<file path="src/rtl/reorder_buffer.sv">
// In-order retirement buffer: entries are allocated at dispatch, marked done on
// completion, and retired one per cycle from the head in dispatch order.
module reorder_buffer #(
  parameter int DEPTH = 8,
  parameter int TAG_W = 3
) (
  input  logic             clk,
  input  logic             rst,
  input  logic             disp_valid,
  output logic             disp_ready,
  input  logic             disp_has_dst,
  input  logic [2:0]       disp_areg,
  input  logic [3:0]       disp_preg,
  input  logic [3:0]       disp_old_preg,
  output logic [TAG_W-1:0] disp_tag,
  input  logic             cmpl_valid,
  input  logic [TAG_W-1:0] cmpl_tag,
  output logic [4:0]       retire_out,
  output logic             commit_valid,
  output logic [2:0]       commit_areg,
  output logic [3:0]       commit_preg,
  output logic [TAG_W:0]   count
);
  localparam logic [TAG_W:0] PTR_ONE  = (TAG_W+1)'(1);
  localparam logic [TAG_W:0] FULL_CNT = (TAG_W+1)'(DEPTH);

  // Pointers carry a wrap bit above the index so full and empty are distinct.
  logic [TAG_W:0] head_q, head_d, tail_q, tail_d, count_q, count_d;

  logic [DEPTH-1:0]      busy_q, busy_d, done_q, done_d, has_dst_q, has_dst_d;
  logic [DEPTH-1:0][2:0] areg_q, areg_d;
  logic [DEPTH-1:0][3:0] preg_q, preg_d, old_preg_q, old_preg_d;

  logic       commit_valid_q, commit_valid_d;
  logic [2:0] commit_areg_q, commit_areg_d;
  logic [3:0] commit_preg_q, commit_preg_d;
  logic [4:0] retire_out_q, retire_out_d;

  logic [TAG_W-1:0] head_idx, tail_idx;
  logic             retire, disp_fire, cmpl_hit;

  assign head_idx   = head_q[TAG_W-1:0];
  assign tail_idx   = tail_q[TAG_W-1:0];
  // A full buffer blocks dispatch even when the head retires this same edge.
  assign disp_ready = !rst && (count_q < FULL_CNT);
  assign disp_tag   = tail_idx;
  assign disp_fire  = disp_valid && disp_ready;
  assign retire     = busy_q[head_idx] && done_q[head_idx];
  assign cmpl_hit   = cmpl_valid && busy_q[cmpl_tag] && !done_q[cmpl_tag];

  always_comb begin
    head_d         = head_q;
    tail_d         = tail_q;
    count_d        = count_q;
    busy_d         = busy_q;
    done_d         = done_q;
    has_dst_d      = has_dst_q;
    areg_d         = areg_q;
    preg_d         = preg_q;
    old_preg_d     = old_preg_q;
    commit_valid_d = 1'b0;
    commit_areg_d  = commit_areg_q;
    commit_preg_d  = commit_preg_q;
    retire_out_d   = 5'b0;

    if (rst) begin
      head_d        = '0;
      tail_d        = '0;
      count_d       = '0;
      busy_d        = '0;
      done_d        = '0;
      commit_areg_d = '0;
      commit_preg_d = '0;
    end else begin
      if (cmpl_hit) done_d[cmpl_tag] = 1'b1;

      if (retire) begin
        busy_d[head_idx] = 1'b0;
        done_d[head_idx] = 1'b0;
        head_d           = head_q + PTR_ONE;
        commit_valid_d   = 1'b1;
        commit_areg_d    = areg_q[head_idx];
        commit_preg_d    = preg_q[head_idx];
        retire_out_d     = {old_preg_q[head_idx], has_dst_q[head_idx]};
      end

      // Tail never aliases the retiring head: that would require a full buffer.
      if (disp_fire) begin
        busy_d[tail_idx]     = 1'b1;
        done_d[tail_idx]     = 1'b0;
        has_dst_d[tail_idx]  = disp_has_dst;
        areg_d[tail_idx]     = disp_areg;
        preg_d[tail_idx]     = disp_preg;
        old_preg_d[tail_idx] = disp_old_preg;
        tail_d               = tail_q + PTR_ONE;
      end

      case ({disp_fire, retire})
        2'b10:   count_d = count_q + PTR_ONE;
        2'b01:   count_d = count_q - PTR_ONE;
        default: count_d = count_q;
      endcase
    end
  end

  always_ff @(posedge clk) begin
    head_q         <= head_d;
    tail_q         <= tail_d;
    count_q        <= count_d;
    busy_q         <= busy_d;
    done_q         <= done_d;
    has_dst_q      <= has_dst_d;
    areg_q         <= areg_d;
    preg_q         <= preg_d;
    old_preg_q     <= old_preg_d;
    commit_valid_q <= commit_valid_d;
    commit_areg_q  <= commit_areg_d;
    commit_preg_q  <= commit_preg_d;
    retire_out_q   <= retire_out_d;
  end

  assign commit_valid = commit_valid_q;
  assign commit_areg  = commit_areg_q;
  assign commit_preg  = commit_preg_q;
  assign retire_out   = retire_out_q;
  assign count        = count_q;
endmodule

</file>
<file path="config.mk">
export PLATFORM = sky130hd
export DESIGN_NAME = reorder_buffer
export DESIGN_NICKNAME = d
export VERILOG_FILES = /design/src/rtl/reorder_buffer.sv
export SDC_FILE = /design/constraint.sdc
export NUM_CORES = 1
export LEC_CHECK = 0
export CAP_MARGIN = 20
export CELL_PAD_IN_SITES_DETAIL_PLACEMENT = 1
export CELL_PAD_IN_SITES_GLOBAL_PLACEMENT = 2
export CORE_MARGIN = 5
export CORE_UTILIZATION = 45
export DETAILED_ROUTE_END_ITERATION = 8
export GPL_TIMING_DRIVEN = 0
export PLACE_DENSITY_LB_ADDON = 0.1
export SETUP_SLACK_MARGIN = 0.4
export SLEW_MARGIN = 20
export SYNTH_ARGS = -nofsm -noshare
export SYNTH_HDL_FRONTEND = slang
export SYNTH_SLANG_ARGS = --single-unit
export TNS_END_PERCENT = 10
</file>
<file path="constraint.sdc">
create_clock -name clk -period 6.9 [get_ports clk]
set_input_delay 1.38 -clock clk [delete_from_list [all_inputs] [get_ports clk]]
set_output_delay 1.38 -clock clk [all_outputs]
set_load 0.02 [all_outputs]
</file>
==> results.py <==
metrics = {
    "logic_synthesis": {
        "synth_edf_count": 96,
        "syn-cell-area_um2": 5658,
        "yosysTopAreaCell": "edfxtp_1",
        "ys_types": 53,
        "synth.top_cells.by_area": "edfxtp_1, dfxtp_1, mux4_2",
        "postSynth.asyncResetShare_pct": 0,
        "ys_ff_latch": 135,
        "ys_seq_area_share_pct": 64.75,
        "synth_top_area_share_pct": 50.95,
        "synthTopCellsByCount": "edfxtp_1, dfxtp_1, nor2_1, nand2_1, a21oi_1",
        "ys_warn_count": 0,
        "synthesis.nets": 440,
        "synth-main-ff-cell": "edfxtp_1",
        "syn_area_per_cell_um2": 13.60,
        "synth_cells": 416,
        "yosysMostFrequentCell": "edfxtp_1",
    },
    "final_layout": {
        "area_growth_pct": 22.62,
        "layout-drive-gt1-share_pct": 19.92,
        "diodes": 0,
        "fill_cells": 1252,
        "fin_nets": 508,
        "fin_cells": 669,
    },
    "timing": {
        "setup_viol": 0,
        "rsz0062_at_grt": "no",
        "clock_skew_ps": 6.988,
        "report.final.slew_viol_count": 0,
        "fmax_mhz": 207.5,
        "fin_tns_setup_ps": 0,
        "worst_pin_slew_ps": 987.7,
        "fin_crit_sh_pct": 69.85,
        "slew-limit-headroom_pct": 33.91,
        "hold_viol_final": 0,
        "fin_crit_ps": 4820,
    },
    "setup_path": {
        "worstSetupPathType": "input port to output pin",
        "r2r_end": "count[2]",
        "worstPathRequired_ps": 5520,
        "timing.rr.start": "head_q[1]",
        "crit_top_cell": "clkdlybuf4s50_1",
        "cp_cell_sequence": "clkdlybuf4s50_1 > clkbuf_1 > buf_1 > nor2_1 > clkdlybuf4s50_1",
        "crit_buf_inv": 4,
        "critPathMaxStageDelay_ps": 560,
        "crit_arrival_ps": 3440,
        "r2r_cells": 12,
        "critical_path_depth": 5,
        "ff2ff_setup_slack_ps": 3490,
        "path_delay_family": "buffers and inverters",
        "worstSetupEndpointType": "output pin",
        "startpoint_type": "input port",
        "cpMaxStageDelayCell": "clkdlybuf4s50_1",
        "crit_fanout": 10,
        "cp-startpoint": "rst",
    },
    "cts": {
        "clock_sinks": 135,
        "cts_buffer_depth": 2,
        "clock_latency_ps": 420,
        "cts_resized": 0,
        "cts_buffers": 17,
        "cts_hold_buffers": 0,
        "cts_tree": "built",
        "cts_htree_levels": 4,
        "post-cts-setup-buffers": 0,
        "cts_root_buffer": "clkbuf_16",
        "clk_pin_slew_ps": 60,
    },
    "min_path": {
        "hold_path.class": "flip-flop to flip-flop",
        "hp-start": "busy_q[1]",
        "whs_path_depth": 1,
        "holdPathEnd": "busy_q[1]",
    },
    "die": {
        "rows": 41,
        "io_pins": 40,
        "die_y_um": 122.1,
        "core_area_um2": 12470,
        "die_w_um": 122.1,
        "start_util_pct": 45.39,
        "die_area_um2": 14920,
    },
    "placed_design": {
        "port-buffer-count": 39,
        "gp_congestion": 0.7878,
        "placedCellCount": 637,
        "hpwlAfterDp_um": 10710,
    },
    "grt": {
        "grt_first_pass_wirelength_um": 24030,
        "antenna_found_initial": 0,
        "track_usage_pct": 22.29,
        "grt_start_max_net_pins": 17,
        "grt_pass1_vias": 4019,
        "gr-total-overflow": 0,
    },
    "detailed_routing": {
        "dr.pass1.iters": 5,
        "drtIter0Drc": 192,
        "totalWireLength_um": 15600,
        "drtAntennaViolNets": 0,
        "detail_route.wl_per_cell_um": 23.32,
        "viasPerCell": 5.694,
        "drc_errors": 0,
        "vias": 3809,
    },
    "power_and_ir_drop": {
        "peakVddDrop_uv": 159.5,
        "power_leakage_nw": 2.254,
        "powerDensity_nw_per_um2": 254.6,
    },
    "flow_run": {
        "cap_violations": 0,
    },
    "run_status": {
        "status": "finished, final reports clean",
    },
}
-- where the power goes --
group	internal [mW]	switching (mW)	leakage, nW	total, mW
registers	0.877	0.00605	1.18	0.883
clock network	0.460	0.354	0.245	0.814
logic	0.0293	0.0400	0.827	0.0693
total	1.37	0.400	2.25	1.77
-- final cells by class --
type | count | area (um^2) | area share (%)
sequential | 135 | 3664 | 52.80
multi-input combinational | 246 | 1856 | 26.74
clock buffer | 18 | 429.2 | 6.186
tap | 172 | 215.2 | 3.102
clock inverter | 14 | 103.9 | 1.497
timing repair buffer | 49 | 506.7 | 7.304
buffer | 23 | 118.9 | 1.713
inverter | 12 | 45.04 | 0.6492
-- layer usage --
layer / GRT usage (%) / up-vias / wire length [um]
li1: - / 1758 / -
met1: 29.89 / 1943 / 7147
met2: 35.98 / 89 / 7551
met3: 4.735 / 19 / 629
met4: 8.048 / 0 / 273
met5: 0 / - / 0
-- worst max path at each step --
| stage | to | slack [ps] |
|---|---|---|
| 2_1_floorplan | disp_ready | 3460 |
| 3_3_place_gp | done_q[0] | 1730 |
| 3_5_place_dp | disp_ready | 2020 |
| 4_1_cts | disp_ready | 2030 |
| 5_1_grt | disp_ready | 1930 |
| 6_report | disp_ready | 2080 |
-- per-stage QoR --
step           util (%)  cell area [um^2]  total power, mW  hold WS (ps)  setup slack [ps]
2_1_floorplan         -              5658           0.9319         449.5              3457
5_1_grt           55.66              6938            1.828         514.0              1926
6_report          55.66              6938            1.766         513.4              2080
3_5_place_dp      51.38              6405           0.9699         485.3              2022
4_1_cts           55.66              6938            1.782         500.0              2026
3_3_place_gp      50.25              6264           0.9646         486.1              1732
-- logic make-up after synthesis --
| group | count (synthesis) | synth area share, % |
|---|---|---|
| flops | 135 | 64.75 |
| compound gates | 102 | 13.25 |
| simple gates | 98 | 8.780 |
| mux | 36 | 8.447 |
| buf+inv | 35 | 2.897 |
| xor+xnor | 5 | 0.7740 |
| fa+ha+maj | 5 | 1.106 |
-- flip-flops by register name (all words and copies together) (netlist names) --
name	cells
busy_q	8
count	4
has_dst_q	8
retire_out	5
commit_areg	3
commit_preg	4
commit_valid	1
areg_q	24
done_q	8
tail_q	3
preg_q	32
old_preg_q	32
head_q	3
-- layout by cell type (no fill, tap or decap), types with 4 or more instances in the layout --
master,netlist,routed
inv_1,11,11
ha_1,5,5
clkinvlp_4,0,6
mux2i_1,14,14
buf_8,0,5
clkbuf_1,10,11
nor2_2,0,6
nand3_1,6,6
a221o_1,7,7
o21ai_0,17,17
a221oi_1,6,6
nor2_1,24,18
a22o_1,6,6
clkbuf_16,0,17
nor3_1,15,13
mux4_2,8,8
a21oi_1,21,21
mux2_2,14,14
dfxtp_1,39,39
a311oi_1,8,8
edfxtp_1,96,96
clkdlybuf4s50_1,0,39
buf_4,2,6
nand2b_1,11,11
nand2_1,22,22
buf_2,8,8
xor2_1,5,5
a211oi_1,11,11
or2_2,4,4
-- worst register-to-register path, delay by kind of cell (launching register included) --
kind	cells	cell delay [ps]
AND/OR/NAND/NOR	3	1260
AO/OA/AOI/OAI	4	690
adder cells (fa/ha/maj)	2	450
flip-flops	1	390
XOR/XNOR	2	340
buffers and inverters	1	210
Note: power is estimated with default switching activity, not from simulation.
